`src/rtl/rx_dma_writer.sv`:
```
// RX DMA write engine: turns one (address, length) command plus a 128-bit stream
// into 4 KiB-safe AXI4 INCR write bursts and reports a per-command status.
module rx_dma_writer #(
  parameter logic [4:0] AXI_ID    = 5'd0,
  parameter int          MAX_BEATS = 16
) (
  input  logic         clock,
  input  logic         reset,
  input  logic         cmd_valid,
  output logic         cmd_ready,
  input  logic [63:0]  cmd_addr,
  input  logic [23:0]  cmd_len,
  input  logic         s_data_valid,
  output logic         s_data_ready,
  input  logic [127:0] s_data_bits,
  output logic [4:0]   m_axi_awid,
  output logic [63:0]  m_axi_awaddr,
  output logic [7:0]   m_axi_awlen,
  output logic [2:0]   m_axi_awsize,
  output logic [1:0]   m_axi_awburst,
  output logic [3:0]   m_axi_awcache,
  output logic [2:0]   m_axi_awprot,
  output logic         m_axi_awvalid,
  input  logic         m_axi_awready,
  output logic [127:0] m_axi_wdata,
  output logic [15:0]  m_axi_wstrb,
  output logic         m_axi_wlast,
  output logic         m_axi_wvalid,
  input  logic         m_axi_wready,
  input  logic [4:0]   m_axi_bid,
  input  logic [1:0]   m_axi_bresp,
  input  logic         m_axi_bvalid,
  output logic         m_axi_bready,
  output logic         sts_valid,
  input  logic         sts_ready,
  output logic [1:0]   sts_resp,
  output logic [16:0]  sts_beats,
  output logic [2:0]   o_dbg_state
);

  // Every channel transfers on a cycle where valid && ready are both high at the
  // clock edge; a valid source holds its payload stable until that happens.

  typedef enum logic [2:0] {S_IDLE, S_CALC, S_AW, S_W, S_B, S_STS} state_t;

  localparam logic [19:0] MAX_B = 20'(MAX_BEATS);

  state_t       r_state, w_next;
  logic [63:0]  r_addr;
  logic [19:0]  r_beats_left;
  logic         r_err;
  logic [1:0]   r_sts_resp;
  logic [16:0]  r_sts_beats;
  logic [63:0]  r_awaddr;
  logic [7:0]   r_awlen;
  logic [8:0]   r_burst;
  logic [7:0]   r_beat_cnt;

  logic [8:0]   w_to_bound;
  logic [19:0]  w_min;
  logic [8:0]   w_burst;
  logic         w_bad;
  logic         w_beat;
  logic         w_last;

  assign w_bad  = (cmd_addr[3:0] != 4'd0) || (cmd_len[3:0] != 4'd0) || (cmd_len == 24'd0);
  assign w_last = (r_beat_cnt == r_awlen);
  assign w_beat = (r_state == S_W) && s_data_valid && m_axi_wready;

  // Burst = min(MAX_BEATS, beats left, beats up to the next 4 KiB page end).
  always_comb begin
    w_to_bound = 9'd256 - {1'b0, r_addr[11:4]};
    w_min      = MAX_B;
    if (r_beats_left < w_min)
      w_min = r_beats_left;
    if ({11'd0, w_to_bound} < w_min)
      w_min = {11'd0, w_to_bound};
    w_burst = w_min[8:0];
  end

  always_comb begin
    w_next        = r_state;
    cmd_ready     = 1'b0;
    m_axi_awvalid = 1'b0;
    m_axi_wvalid  = 1'b0;
    s_data_ready  = 1'b0;
    m_axi_wlast   = 1'b0;
    m_axi_bready  = 1'b0;
    sts_valid     = 1'b0;
    case (r_state)
      S_IDLE: begin
        cmd_ready = 1'b1;
        if (cmd_valid)
          w_next = w_bad ? S_STS : S_CALC;
      end
      S_CALC: w_next = S_AW;
      S_AW: begin
        m_axi_awvalid = 1'b1;
        if (m_axi_awready)
          w_next = S_W;
      end
      S_W: begin
        m_axi_wvalid = s_data_valid;
        s_data_ready = m_axi_wready;
        m_axi_wlast  = w_last;
        if (w_beat && w_last)
          w_next = S_B;
      end
      S_B: begin
        m_axi_bready = 1'b1;
        if (m_axi_bvalid)
          w_next = (r_beats_left != 20'd0) ? S_CALC : S_STS;
      end
      S_STS: begin
        sts_valid = 1'b1;
        if (sts_ready)
          w_next = S_IDLE;
      end
      default: w_next = S_IDLE;
    endcase
  end

  always_ff @(posedge clock) begin
    if (!reset) begin
      r_state      <= S_IDLE;
      r_addr       <= '0;
      r_beats_left <= '0;
      r_err        <= 1'b0;
      r_sts_resp   <= '0;
      r_sts_beats  <= '0;
      r_awaddr     <= '0;
      r_awlen      <= '0;
      r_burst      <= '0;
      r_beat_cnt   <= '0;
    end else begin
      r_state <= w_next;
      case (r_state)
        S_IDLE: begin
          if (cmd_valid) begin
            r_addr       <= cmd_addr;
            r_beats_left <= cmd_len[23:4];
            r_err        <= 1'b0;
            r_sts_beats  <= '0;
            r_sts_resp   <= w_bad ? 2'b11 : 2'b00;
          end
        end
        S_CALC: begin
          r_awaddr   <= r_addr;
          r_awlen    <= 8'(w_burst - 9'd1);
          r_burst    <= w_burst;
          r_beat_cnt <= '0;
        end
        S_W: begin
          if (w_beat) begin
            r_beat_cnt <= r_beat_cnt + 8'd1;
            if (w_last) begin
              r_addr       <= r_addr + {51'd0, r_burst, 4'd0};
              r_beats_left <= r_beats_left - {11'd0, r_burst};
              r_sts_beats  <= r_sts_beats + {8'd0, r_burst};
            end
          end
        end
        S_B: begin
          // Only the first denial is reported; later bursts still run to keep the stream aligned.
          if (m_axi_bvalid && (m_axi_bresp != 2'b00) && !r_err) begin
            r_err      <= 1'b1;
            r_sts_resp <= m_axi_bresp;
          end
        end
        default: ;
      endcase
    end
  end

  assign m_axi_awid    = AXI_ID;
  assign m_axi_awaddr  = r_awaddr;
  assign m_axi_awlen   = r_awlen;
  assign m_axi_awsize  = 3'b100;
  assign m_axi_awburst = 2'b01;
  assign m_axi_awcache = 4'b0011;
  assign m_axi_awprot  = 3'b000;
  assign m_axi_wdata   = s_data_bits;
  assign m_axi_wstrb   = 16'hFFFF;
  assign sts_resp      = r_sts_resp;
  assign sts_beats     = r_sts_beats;
  assign o_dbg_state   = r_state;

  logic w_unused;
  assign w_unused = ^m_axi_bid;

endmodule

```
`config.mk`:
```
export PLATFORM = sky130hd
export DESIGN_NAME = rx_dma_writer
export DESIGN_NICKNAME = d
export VERILOG_FILES = /design/src/rtl/rx_dma_writer.sv
export SDC_FILE = /design/constraint.sdc
export NUM_CORES = 1
export LEC_CHECK = 0
export CORE_AREA = 2 2 189 191
export DETAILED_ROUTE_END_ITERATION = 12
export DIE_AREA = 0 0 191 193
export GPL_TIMING_DRIVEN = 0
export PLACE_DENSITY_LB_ADDON = 0.15
export SLEW_MARGIN = 40
export SYNTH_ARGS = -nofsm -noshare
export SYNTH_HDL_FRONTEND = slang
export SYNTH_SLANG_ARGS = --single-unit
export TNS_END_PERCENT = 1
```
`constraint.sdc`:
```
create_clock -name clock -period 7.4 [get_ports clock]
set_input_delay 0.74 -clock clock [delete_from_list [all_inputs] [get_ports clock]]
set_output_delay 0.74 -clock clock [all_outputs]
set_load 0.05 [all_outputs]
```
* Word-level counts from Yosys, hierarchy flattened
Cells that the tools add are included.
Storage, ports and cells: word-level logic and storage cells 91, bits of input ports 231, output and inout port bits 262, register bits after elaboration 196
Operators by class: $lt $le $gt $ge 2, reductions and logical operators 21, add/subtract/negate cells 6, multiplexer cells 38, equal/unequal tests 14
Operators by type and width (count):
- 2-to-1 mux 64 bit | 3
- case mux 64 bit (2 select lines) | 1
- 2-to-1 mux 20 bit | 4
- adder 64 x 13 -> 64 bit | 1
- 2-to-1 mux 17 bit | 3
- case mux 20 bit (2 select lines) | 1
- case mux 17 bit (2 select lines) | 1
- zero test 24 bit | 1
- 2-to-1 mux 3 bit | 7
- < comparator 20 x 5 -> 1 bit (second input constant) | 1
- < comparator 9 x 20 -> 1 bit | 1
- nonzero test 20 bit | 1
- subtractor 20 x 9 -> 20 bit | 1
- case mux 3 bit (6 select lines) | 1
- adder 17 x 9 -> 17 bit | 1
- case mux 8 bit (2 select lines) | 1
- inequality test 2 bit (second input constant) | 7
- 2-to-1 mux 1 bit | 9
- 2-to-1 mux 9 bit | 1
- subtractor 9 x 8 -> 9 bit (first input constant) | 1
- adder 8 x 1 -> 8 bit (second input constant) | 1
- == test 8 bit | 1
- 2-to-1 mux 8 bit | 1
- nonzero test 2 bit | 4
- 17 further kinds | 27

* Logic depth before layout (Yosys ltp)
word-level depth 6, depth in mapped cells 19, depth with buffers taken out 18

* Least setup slack after synthesis
No wires, ideal clock.
kind flip-flop to flip-flop, start point register r_beats_left[12], end point register r_awlen[4] (netlist: m_axi_awlen[4]), setup time 69 ps, arrival 3846 ps, buffers on the path 2, stages on the path, launching flop included 17, slack 3486 ps, cells stage by stage dfxtp_1 -> nor4_1 -> and4_1 -> buf_1 -> nand2_1 -> ha_1 -> or4b_1 -> a21oi_1 -> nand2_1 -> a21o_1 -> clkbuf_1 -> mux2i_1 -> ha_1 -> nor3b_1 -> a21oi_1 -> mux2_2 -> o21ai_1
On the way: cells in the longest elaborated chain, start to end 5
RTL lines:
- start: declaration | RTL line 50 | logic [19:0] r_beats_left;
- start signal: assignment | RTL line 141 | r_beats_left <= cmd_len[23:4];
- start signal: assignment | RTL line 158 | r_beats_left <= r_beats_left - {11'd0, r_burst};
- < comparator 20 x 5 -> 1 bit | RTL line 74 | if (r_beats_left < w_min)
- 2-to-1 mux 20 bit (*) | RTL line 74
- < comparator 9 x 20 -> 1 bit | RTL line 76 | if ({11'd0, w_to_bound} < w_min)
- 2-to-1 mux 9 bit (*) | RTL line 76
- subtractor 8 x 1 -> 8 bit (*) | RTL line 149 | r_awlen <= 8'(w_burst - 9'd1);
- end signal: assignment | RTL line 149
- end: declaration | RTL line 55 | logic [7:0] r_awlen;
Every way passes the cells marked *; elsewhere a longest branch is shown, timed or not. A chain may end at the register's enable or synchronous reset.

* Worst setup path in the final report
Ends and elaborated chain as after synthesis.

==> metrics.yaml <==
outcome:
  outcome: "finished, final reports clean"
timing:
  period_share_pct: 67.7
  timing.fmax_ghz: 0.200
  setup-tns-final_ps: 0
  tightest_slew_ps: 1020
  worst_hold_slack_ps: 453
  setup_viol: 0
  rsz0062_at_grt: "no"
  slew_viol_final: 0
  clock-skew-final_ps: 17.6
  hold_viol: 0
  period_minus_slack_ps: 5010
  fin_ws_ps: 2390
  slew_headroom_pct: 31.8
clocking:
  ctsResizeCount: 0
  clk_pin_slew_worst_paths_ps: 80
  hold_buffers: 0
  h-tree-depth: 4
  cts_root_buf: "clkbuf_16"
  clk_latency_ps: 470
  cts_tree: "done"
  numCtsBuffers: 17
  postCtsSetupRepairBufs: 0
  clockBufferDepth: 2
  clock_sinks: 196
global_route:
  grt_max_degree: 19
  antenna_found_initial: 0
  grt_pass1_vias: 12900
  grt_pass1_wl_um: 77400
  track_usage_pct: 28.1
  gr-total-overflow: 0
cells_and_area:
  fin_cells: 2489
  finalNetCount: 2287
  fillers: 3543
  drive_gt1_share_pct: 12.6
  n_antenna_cell: 0
  syn2layout_area_growth_pct: 36.6
worst_setup_path:
  slowest_stage: "nor4_1"
  worstPathMaxFanout: 10
  cpPeakStageDelay_ps: 700
  critPathKind: "flip-flop to flip-flop"
  worst_ep_arrival_time_ps: 5410
  crit_family: "simple AND/OR/NAND/NOR gates"
  cp-start-kind: "flip-flop"
  critPathBufInv: 2
  cp-end-kind: "flip-flop"
  path_cells: "nor4_1, and4_1, buf_1, nand2_1, ha_1, or4b_1, a21oi_1, nand2_1, a21o_1, clkbuf_1, mux2i_1, ha_1, nor3b_1, a21oi_1, mux2_2, o21ai_1"
  required_ps: 7800
synthesis:
  synth.largest_area_cell: "dfxtp_1"
  yosys.cell_types.count: 92
  synth_flop_cell: "dfxtp_1"
  synth_cells: 1632
  synth_top_area_share_pct: 31.4
  synth_edf_count: 0
  syn_area_sq_um: 12500
  ys_seq_area_share_pct: 31.4
  avgSynthCellArea_sq_um: 7.66
  synthArstFlopShare_pct: 0
  ys_warn_count: 0
  synthTopCellsByArea: "dfxtp_1 (31%), buf_4 (9.8%), nand2_1 (7.5%)"
  yosys_register_bits: 196
floorplan:
  dieArea_sq_um: 36900
  num_rows: 69
  die_h_um: 193
  io-pin-count: 493
  die_w_um: 191
  core_sq_um: 35000
  initial_utilization_pct: 35.8
run:
  drv_cap: 0
power:
  max-vdd-ir-drop_v: 0.000216
  p_leak_uw: 0.00647
  p_total_uw: 5460
  power_density_nw_per_um2: 320
placement:
  place_inst: 2457
  gp_congestion: 0.961
  port-buffer-count: 326
  dp_hpwl_um: 40900
  dpl_worst_slack_ps: 2480
detailed_routing:
  routed_wirelength_um: 53600
  dr_total_vias: 14000
  post_drt_wl_per_cell_um: 21.5
  drc: 0
  drt_iter0_drc: 1334
  ant_nets: 0
  drtPass1Iterations: 6
  via_per_inst: 5.62
min_path:
  min_path_type: "flip-flop to flip-flop"
==> stage by stage <==
stage | utilization, % | cell area [sq um]
3_3_place_gp | 47.1 | 16500
3_5_place_dp | 47.3 | 16500
2_1_floorplan | - | 12600
4_1_cts | 48.8 | 17100
6_report | 48.8 | 17100
5_1_grt | 48.8 | 17100
==> cell families after synthesis <==
kind of cell / share of synthesized area [%]
muxes: 0.741
and+or+nand+nor: 24.5
other: 0.0601
xor gates and xnor gates: 2.87
buffers and inverters: 14.1
AOI/OAI and AO/OA: 22.0
adders and majority gates: 4.28
DFF: 31.4
==> power by group <==
part	internal, uW	switching [uW]	leakage, uW
clock	441	478	0.000263
combinational	1020	1970	0.00461
sequential	1270	286	0.00160
==> worst reg2reg max path, cell delays in order (launching register included) <==
cell and delay (ps):
dfxtp_1 340, nor4_1 700, and4_1 500, buf_1 410
nand2_1 120, ha_1 210, or4b_1 500, a21oi_1 190
nand2_1 130, a21o_1 200, clkbuf_1 200, mux2i_1 370
ha_1 320, nor3b_1 260, a21oi_1 110, mux2_2 290
o21ai_1 110
==> synthesized netlist by cell type, types with 9 or more instances <==
| master | n |
|---|---|
| a21oi_1 | 142 |
| buf_4 | 163 |
| inv_1 | 36 |
| xor2_1 | 24 |
| nand2_1 | 249 |
| and3_1 | 22 |
| dfxtp_1 | 196 |
| a22oi_1 | 9 |
| nand4_1 | 25 |
| nor3_1 | 42 |
| buf_2 | 14 |
| a311oi_1 | 10 |
| or3_1 | 18 |
| o21a_1 | 13 |
| a31oi_1 | 22 |
| o211ai_1 | 21 |
| nor2_1 | 96 |
| a21o_1 | 11 |
| o21ai_0 | 67 |
| or4_1 | 9 |
| xnor2_1 | 17 |
| ha_1 | 38 |
| a211oi_1 | 21 |
| clkbuf_1 | 79 |
| and2_1 | 10 |
| nand3_1 | 73 |
| nor4_1 | 26 |
| o31ai_1 | 10 |
| o22ai_1 | 10 |
==> worst paths after layout <==
| kind | startpoint | endpoint | cells after the start | slack (ps) |
|---|---|---|---|---|
| hold / removal | m_axi_awaddr[17]$_SDFFE_PN0P_ | m_axi_awaddr[17]$_SDFFE_PN0P_ | 2 | 450 |
| hold reg to reg | m_axi_awaddr[17]$_SDFFE_PN0P_ | m_axi_awaddr[17]$_SDFFE_PN0P_ | 2 | 450 |
| setup / recovery | r_beats_left[12]$_SDFFE_PN0P_ | m_axi_awlen[4]$_SDFFE_PN0P_ | 16 | 2390 |
| setup reg to reg | r_beats_left[12]$_SDFFE_PN0P_ | m_axi_awlen[4]$_SDFFE_PN0P_ | 16 | 2390 |
==> per-layer routing <==
metal,track usage (%),part of all wire (%)
met1,36.8,41
met2,43.6,43
met3,5.70,11
met4,14.8,4.9
met5,0,0
==> layout make-up <==
type | count | area, sq um | share of cell area [%]
clock buffers | 18 | 429 | 2.51
repair buffers | 329 | 3290 | 19.3
multi-input cells | 1171 | 6960 | 40.8
inverters | 37 | 139 | 0.813
plain buffers | 263 | 1640 | 9.58
well taps | 461 | 577 | 3.38
clock inverters | 14 | 119 | 0.696
flip-flops and latches | 196 | 3920 | 23.0
==> sequential cells by signal (all words and copies together), names as in the netlist <==
name / count
m_axi_awaddr: 64
m_axi_awlen: 8
o_dbg_state: 3
r_addr: 64
r_beat_cnt: 8
r_beats_left: 20
r_burst: 9
r_err: 1
sts_beats: 17
sts_resp: 2
==> cells in the final DEF, fill, tap and decap left out, types with 24 or more instances in the layout <==
cell type          n
nand2_1          249
nor2_1            96
nand3_1           73
nor4_1            26
buf_4            164
inv_1             36
o21ai_0           67
ha_1              38
nor3_1            42
dfxtp_1          196
clkbuf_1          70
xor2_1            24
conb_1            37
clkdlybuf4s50_1  326
a21oi_1          142
nand4_1           25
(Power assumes the default switching activity.)
